[config.mk]
export PLATFORM = sky130hd
export DESIGN_NAME = quad_encoder_gen
export DESIGN_NICKNAME = d
export VERILOG_FILES = /design/src/rtl/quad_encoder_gen.sv
export SDC_FILE = /design/constraint.sdc
export NUM_CORES = 1
export LEC_CHECK = 0
export BUFFER_PORTS_ARGS = -buffer_cell sky130_fd_sc_hd__buf_2
export CAP_MARGIN = 10
export CORE_ASPECT_RATIO = 0.9
export CORE_MARGIN = 3
export CORE_UTILIZATION = 50
export CTS_BUF_LIST = sky130_fd_sc_hd__clkbuf_8 sky130_fd_sc_hd__clkbuf_16
export CTS_CLUSTER_DIAMETER = 80
export DETAILED_ROUTE_END_ITERATION = 8
export GPL_ROUTABILITY_DRIVEN = 0
export MAX_ROUTING_LAYER = met4
export PLACE_DENSITY_LB_ADDON = 0.15
export SLEW_MARGIN = 10
export SYNTH_ARGS = -nofsm -noshare
export SYNTH_HDL_FRONTEND = slang
export SYNTH_SLANG_ARGS = --single-unit
export TNS_END_PERCENT = 30
[constraint.sdc]
create_clock -name clk -period 4.45 [get_ports clk]
set_clock_uncertainty 0.15 [all_clocks]
set_input_delay 0.2225 -clock clk [delete_from_list [all_inputs] [get_ports clk]]
set_output_delay 0.2225 -clock clk [all_outputs]
set_load 0.03 [all_outputs]
[src/rtl/quad_encoder_gen.sv]
// Quadrature A/B generator: emits a Gray-coded edge sequence for a commanded step count,
// direction and per-step dwell, tracking a signed running position.
module quad_encoder_gen #(
  parameter int unsigned CNT_W = 16,
  parameter int unsigned DIV_W = 16
) (
  input  logic             clk,
  input  logic             rst_n,
  input  logic             cmd_valid,
  output logic             cmd_ready,
  input  logic [CNT_W-1:0] cmd_steps,
  input  logic             cmd_dir,
  input  logic [DIV_W-1:0] cmd_dwell,
  input  logic             abort,
  output logic             quad_a,
  output logic             quad_b,
  output logic             busy,
  output logic             done,
  output logic [CNT_W-1:0] position
);

  typedef enum logic [1:0] {
    S_IDLE   = 2'd0,
    S_RUN    = 2'd1,
    S_FINISH = 2'd2
  } state_e;

  state_e           state_q, state_d;
  logic [CNT_W-1:0] rem_q, rem_d;
  logic [CNT_W-1:0] pos_q, pos_d;
  logic [DIV_W-1:0] div_q, div_d;
  logic [DIV_W-1:0] dwell_q, dwell_d;
  logic             dir_q, dir_d;
  logic             a_q, a_d;
  logic             b_q, b_d;
  logic             ready_q, ready_d;
  logic             busy_q, busy_d;
  logic             done_q, done_d;
  logic [DIV_W-1:0] dwell_eff_c;

  // A zero dwell is promoted to one so the divider never starts at zero.
  assign dwell_eff_c = (cmd_dwell == '0) ? DIV_W'(1) : cmd_dwell;

  always_ff @(posedge clk or negedge rst_n) begin
    if (!rst_n) begin
      state_q <= S_IDLE;
      rem_q   <= '0;
      pos_q   <= '0;
      div_q   <= '0;
      dwell_q <= '0;
      dir_q   <= 1'b0;
      a_q     <= 1'b0;
      b_q     <= 1'b0;
      ready_q <= 1'b0;
      busy_q  <= 1'b0;
      done_q  <= 1'b0;
    end else begin
      state_q <= state_d;
      rem_q   <= rem_d;
      pos_q   <= pos_d;
      div_q   <= div_d;
      dwell_q <= dwell_d;
      dir_q   <= dir_d;
      a_q     <= a_d;
      b_q     <= b_d;
      ready_q <= ready_d;
      busy_q  <= busy_d;
      done_q  <= done_d;
    end
  end

  always_comb begin
    state_d = state_q;
    rem_d   = rem_q;
    pos_d   = pos_q;
    div_d   = div_q;
    dwell_d = dwell_q;
    dir_d   = dir_q;
    a_d     = a_q;
    b_d     = b_q;

    unique case (state_q)
      S_IDLE: begin
        if (cmd_valid && ready_q) begin
          rem_d   = cmd_steps;
          dir_d   = cmd_dir;
          dwell_d = dwell_eff_c;
          div_d   = dwell_eff_c;
          state_d = (cmd_steps != '0) ? S_RUN : S_FINISH;
        end
      end
      S_RUN: begin
        if (abort) begin
          state_d = S_FINISH;
        end else if (div_q == DIV_W'(1)) begin
          // CW rotates AB as 00->10->11->01, CCW walks the same ring backwards.
          if (dir_q) begin
            a_d   = b_q;
            b_d   = ~a_q;
            pos_d = pos_q - CNT_W'(1);
          end else begin
            a_d   = ~b_q;
            b_d   = a_q;
            pos_d = pos_q + CNT_W'(1);
          end
          rem_d = rem_q - CNT_W'(1);
          div_d = dwell_q;
          if (rem_q == CNT_W'(1)) begin
            state_d = S_FINISH;
          end
        end else begin
          div_d = div_q - DIV_W'(1);
        end
      end
      S_FINISH: begin
        state_d = S_IDLE;
      end
      default: begin
        state_d = S_IDLE;
      end
    endcase

    ready_d = (state_d == S_IDLE);
    busy_d  = (state_d == S_RUN);
    done_d  = (state_d == S_FINISH);
  end

  assign cmd_ready = ready_q;
  assign busy      = busy_q;
  assign done      = done_q;
  assign quad_a    = a_q;
  assign quad_b    = b_q;
  assign position  = pos_q;

endmodule
; ---- After elaboration in Yosys (flattened, before gate mapping)
; Cells that the tools add are included.
[word_totals]
in_bits = 37
out_inout_bits = 21
register_bits = 72
[classes]
n_bitwise = 3
n_eq_ne = 8
mux = 18
add_sub_neg = 4
reduce_logical = 10
[op_table]
columns = operator, n
row1 = $mux 16, 8
row2 = $pmux 16 s2, 2
row3 = $sub 16x1->16 const B, 3
row4 = $eq 16x1->1 const B, 2
row5 = $add 16x1->16 const B, 1
row6 = $logic_not 16->1, 1
row7 = $reduce_bool 16->1, 1
row8 = $mux 2, 5
row9 = $ne 2x2->1 const B, 3
row10 = $reduce_and 3->1, 2
row11 = $eq 2x1->1 const B, 2
row12 = $logic_not 2->1, 2
row13 = $pmux 2 s2, 1
row14 = $reduce_and 4->1, 1
row15 = $not 1->1, 3
row16 = $eq 2x2->1 const B, 1
row17 = $mux 1, 2
row18 = $reduce_and 2->1, 1
row19 = $reduce_bool 2->1, 1
row20 = $logic_and 1x1->1, 1

; ---- Depth between registers and ports, before layout
[logic_depth]
ltp_word = 6
depth_mapped = 10
depth_no_buf = 8

; ---- Least setup slack after synthesis
; OpenSTA, ideal clock, no wires.
[synth_path]
path_kind = register to register
startpoint = register dir_q
endpoint = register pos_q[15], in the netlist position[15]
arrival_ns = 2.424
synth_period_minus_slack_ns = 2.712
slack_ns = 1.738
n_path_buf = 0
required_time_ns = 4.161
setup_time_ns = 0.139
stages_incl_launch_ff = 8
cell_sequence = dfrtp_1 -> ha_1 -> o21ai_0 -> o21bai_1 -> o211ai_1 -> o2111a_1 -> a2111o_1 -> or4_1
[synth_via]
elab_chain_len = 1
[synth_lines]
columns = element, line
row1 = "start, declared", 33  ; logic dir_q, dir_d;
row2 = "start signal, assigned", 63  ; dir_q <= dir_d;
row3 = $mux 16, 97  ; if (dir_q) begin
row4 = "end signal, assigned", 60  ; pos_q <= pos_d;
row5 = "end, declared", 30  ; logic [CNT_W-1:0] pos_q, pos_d;
; No other way between the ends.
; A chain may end at the register's enable or synchronous reset.

; ---- Worst setup path in the final report
; Ends and elaborated chain as after synthesis.

==> summary.txt <==
Drt
  • Wire per inst: 16.14 microns
  • # DRC: 0
  • DR top layer: met4
  • Final wirelength: 11750 microns
  • Met3 wire len: 775 microns
  • Vias: 4316
  • DRT iter0 DRCs: 297
  • Post-Route M1 WL: 5457 microns
  • Avg Vias per Cell: 5.929
  • ANT nets after route: 0
  • Met2 Wirelength: 5329 microns
  • First-pass DRT Iterations: 5

Yosys
  • Net count after synthesis: 596
  • Post-synth ARST share: 1.000
  • Post-synthesis compound-gate area fraction: 0.2326
  • Seq/Total Area, Yosys: 0.4007
  • Synthesized cell area: 4497 sq um
  • Post-synth EDFFs: 0
  • Main combinational cell family by area after synthesis: compound AO/OA/AOI/OAI gates
  • Top post-synthesis cells by area: dfrtp_1 (40%), nand2_1 (8.3%), o21ai_0 (6.6%), ha_1 (5.0%), a21oi_1 (4.8%)
  • Adder-cell share of the synthesized area: 0.05454
  • Syn_area_per_cell: 8.327 sq um
  • Post-synthesis xor/xnor area fraction: 0.03895
  • Synth Register Bits: 72
  • Top_reg_cell synth: dfrtp_1
  • Yosys warnings: 0
  • Synth area leader: dfrtp_1
  • Post-synth cell types: 62
  • Yosys top cell area share: 0.4007
  • Post-synthesis mux area share: 0.009460
  • Post-Synth Simple-Gate Area: 0.2312
  • Post-Synthesis Cells: 540

Critical path
  • Worst path arrival time: 3.23 ns
  • CP Capture Type: flip-flop
  • Critical Path RT: 4.52 ns
  • CP Class: reg2reg
  • Critical R2R Launch: dir_q$_DFFE_PN0P_
  • Reg2reg path depth: 7
  • Worst Path Max Fanout: 19
  • Critical Path Start: dir_q$_DFFE_PN0P_
  • Worst Setup Start Kind: flip-flop

Final layout
  • Final core occ: 0.6094
  • Share of post-route cells with drive strength above 1: 0.1478
  • Commonest non-fill, non-tap cell in the layout: nand2_1
  • Most frequent cells in the layout: nand2_1 (100), dfrtp_1 (72), o21ai_0 (59), buf_2 (57), a21oi_1 (43)
  • # diodes: 0
  • Synth-to-Final Area Change: 17.20%
  • Fin nets: 660

Timing
  • Final Cycle Share: 0.7108
  • Slew margin rel.: 0.2235
  • Fin crit period: 3.163 ns
  • Slew Viols, Final: 0
  • Post-Route Setup TNS: 0 ns
  • Slew @ Worst Pin: 1.159 ns
  • Final number of hold-violating endpoints: 0
  • Setup violations, final: 0
  • F_max: 0.3161 GHz
  • Unrepaired setup endpoints after global routing: no

Power
  • Logic pwr share: 0.418
  • Maximum ir drop on the vdd rail: 0.2806 mV
  • P_int: 1.708 mW
  • Seq pwr share: 0.382
  • Leak pwr: 2.336 nW
  • Power per cell area: 567.6 nW/um^2
  • Clock share of power: 0.200
  • NetSw: 1.284 mW
  • Power Total: 2.991 mW
  • Sw frac: 0.4291

Global route
  • Gr usage total: 0.2491
  • Largest net degree at the start of global routing: 38
  • Vias in the first global route: 4049
  • Total grt overflow: 0
  • First-pass GRT wire length: 19880 microns
  • Antenna violations before repair: 0

Place
  • PortBufs: 57
  • HPWL after DPL: 8069 microns

Clocking
  • Gates resized, CTS repair: 0
  • Clk slew on worst S/H paths: 0.08 ns
  • TritonCTS Buffers: 9
  • Hold Buf Count CTS: 18
  • H-tree depth: 3
  • Clock buffer depth: 2
  • Worst skew pair latency: 0.35 ns
  • TritonCTS sink count: 72
  • Post-CTS Setup Inserts: 0
  • CTS tree: yes
  • Clock root buffer: clkbuf_8

Floorplan
  • Core ar.: 8648 sq um
  • Num ports: 58
  • Die height: 95.97 microns
  • Full die area: 10170 sq um
  • Die span in x: 106.0 microns
  • Initial core utilization: 0.5200
  • Core Rows: 32

Hold path
  • WHS Path Cells: 3
  • HP Start: cmd_steps[8]
  • Worst Hold Class: in2reg

Status
  • Outcome: finished clean

Run
  • Max cap viols: 0
-- kinds of logic (layout without fill, tap and decap cells) --
kind of cell | after synthesis | after routing
AO/OA/AOI/OAI | 170 | 170
buffers and inverters | 36 | 105
flip-flops | 72 | 72
XOR/XNOR | 20 | 20
multiplexers | 4 | 4
AND/OR/NAND/NOR | 219 | 219
adder cells (fa/ha/maj) | 19 | 19
-- sequential cells by signal (all words and copies together) (netlist names) --
signal	cells
busy	1
cmd_ready	1
dir_q	1
div_q	16
done	1
dwell_q	16
position	16
quad_a	1
quad_b	1
rem_q	16
state_q	2
-- metal layers --
metal | GRT usage | vias to the layer above
li1 | - | 2099
met1 | 0.3403 | 2054
met2 | 0.3838 | 147
met3 | 0.04695 | 16
met4 | 0.07012 | 0
met5 | - | -
-- cell type report --
cell class,instances,area [sq um]
sequential,72,1802
timing repair buffer,80,503.0
clock inverter,6,91.34
fill,792,3378
clock buffer,10,137.6
inverter,9,33.78
tap,119,148.9
multi-input combinational,432,2554
-- metrics by stage --
| step | std cells | worst slack [ns] | area (sq um) | hold slack (ns) |
|---|---|---|---|---|
| after floorplan | 540 | 1.738 | 4497 | -0.2231 |
| final | 728 | 1.287 | 5270 | 0.03737 |
| after global routing | 728 | 1.026 | 5270 | 0.03913 |
| after global placement | 694 | 1.455 | 4861 | 0.2168 |
| after detailed placement | 694 | 1.322 | 4861 | 0.2271 |
| after CTS | 728 | 1.296 | 5270 | 0.02524 |
-- synth_stat cells, types with 3 or more instances --
cell and number:
dfrtp_1 72, xor2_1 11, o2bb2ai_1 4, or4_1 4, nor3_1 15, o211ai_1 11
o32ai_1 3, nand4_1 5, nand3_1 16, a21o_1 4, a22oi_1 10, and3_1 3
inv_1 9, a211oi_1 5, clkbuf_1 22, a31oi_1 4, o21a_1 5, ha_1 18
nor2b_1 3, nor4_1 12, o21ai_0 59, nand2b_1 5, nor2_1 39, a21oi_1 43
o31ai_1 4, xnor2_1 9, nand2_1 100, buf_2 3
-- power by group through the flow --
stage	Sequential [mW]	Clock, mW	Combinational [mW]
2_1_floorplan	1.11	0	0.937
3_3_place_gp	1.14	0	1.18
3_5_place_dp	1.15	0	1.23
4_1_cts	1.14	0.609	1.24
5_1_grt	1.18	0.636	1.42
6_report	1.14	0.597	1.25
-- final timing paths --
| check | end | slack [ns] |
|---|---|---|
| hold reg to reg | dwell_q[10]$_DFFE_PN0P_ | 0.32 |
| hold / removal | rem_q[8]$_DFFE_PN0P_ | 0.04 |
| min in group asynchronous | rem_q[7]$_DFFE_PN0P_ | 0.36 |
| setup reg to reg | position[15]$_DFFE_PN0P_ | 1.29 |
| setup / recovery | position[15]$_DFFE_PN0P_ | 1.29 |
| max in group asynchronous | dir_q$_DFFE_PN0P_ | 2.77 |
-- worst max-delay path: stages, from the launching register on --
cell      delay (ns)
dfrtp_1         0.81
ha_1            0.38
a211oi_1        0.26
o21bai_1        0.16
o211ai_1        0.41
nor4_1          0.10
a2111o_1        0.36
or4_1           0.40
(Power assumes the default switching activity.)
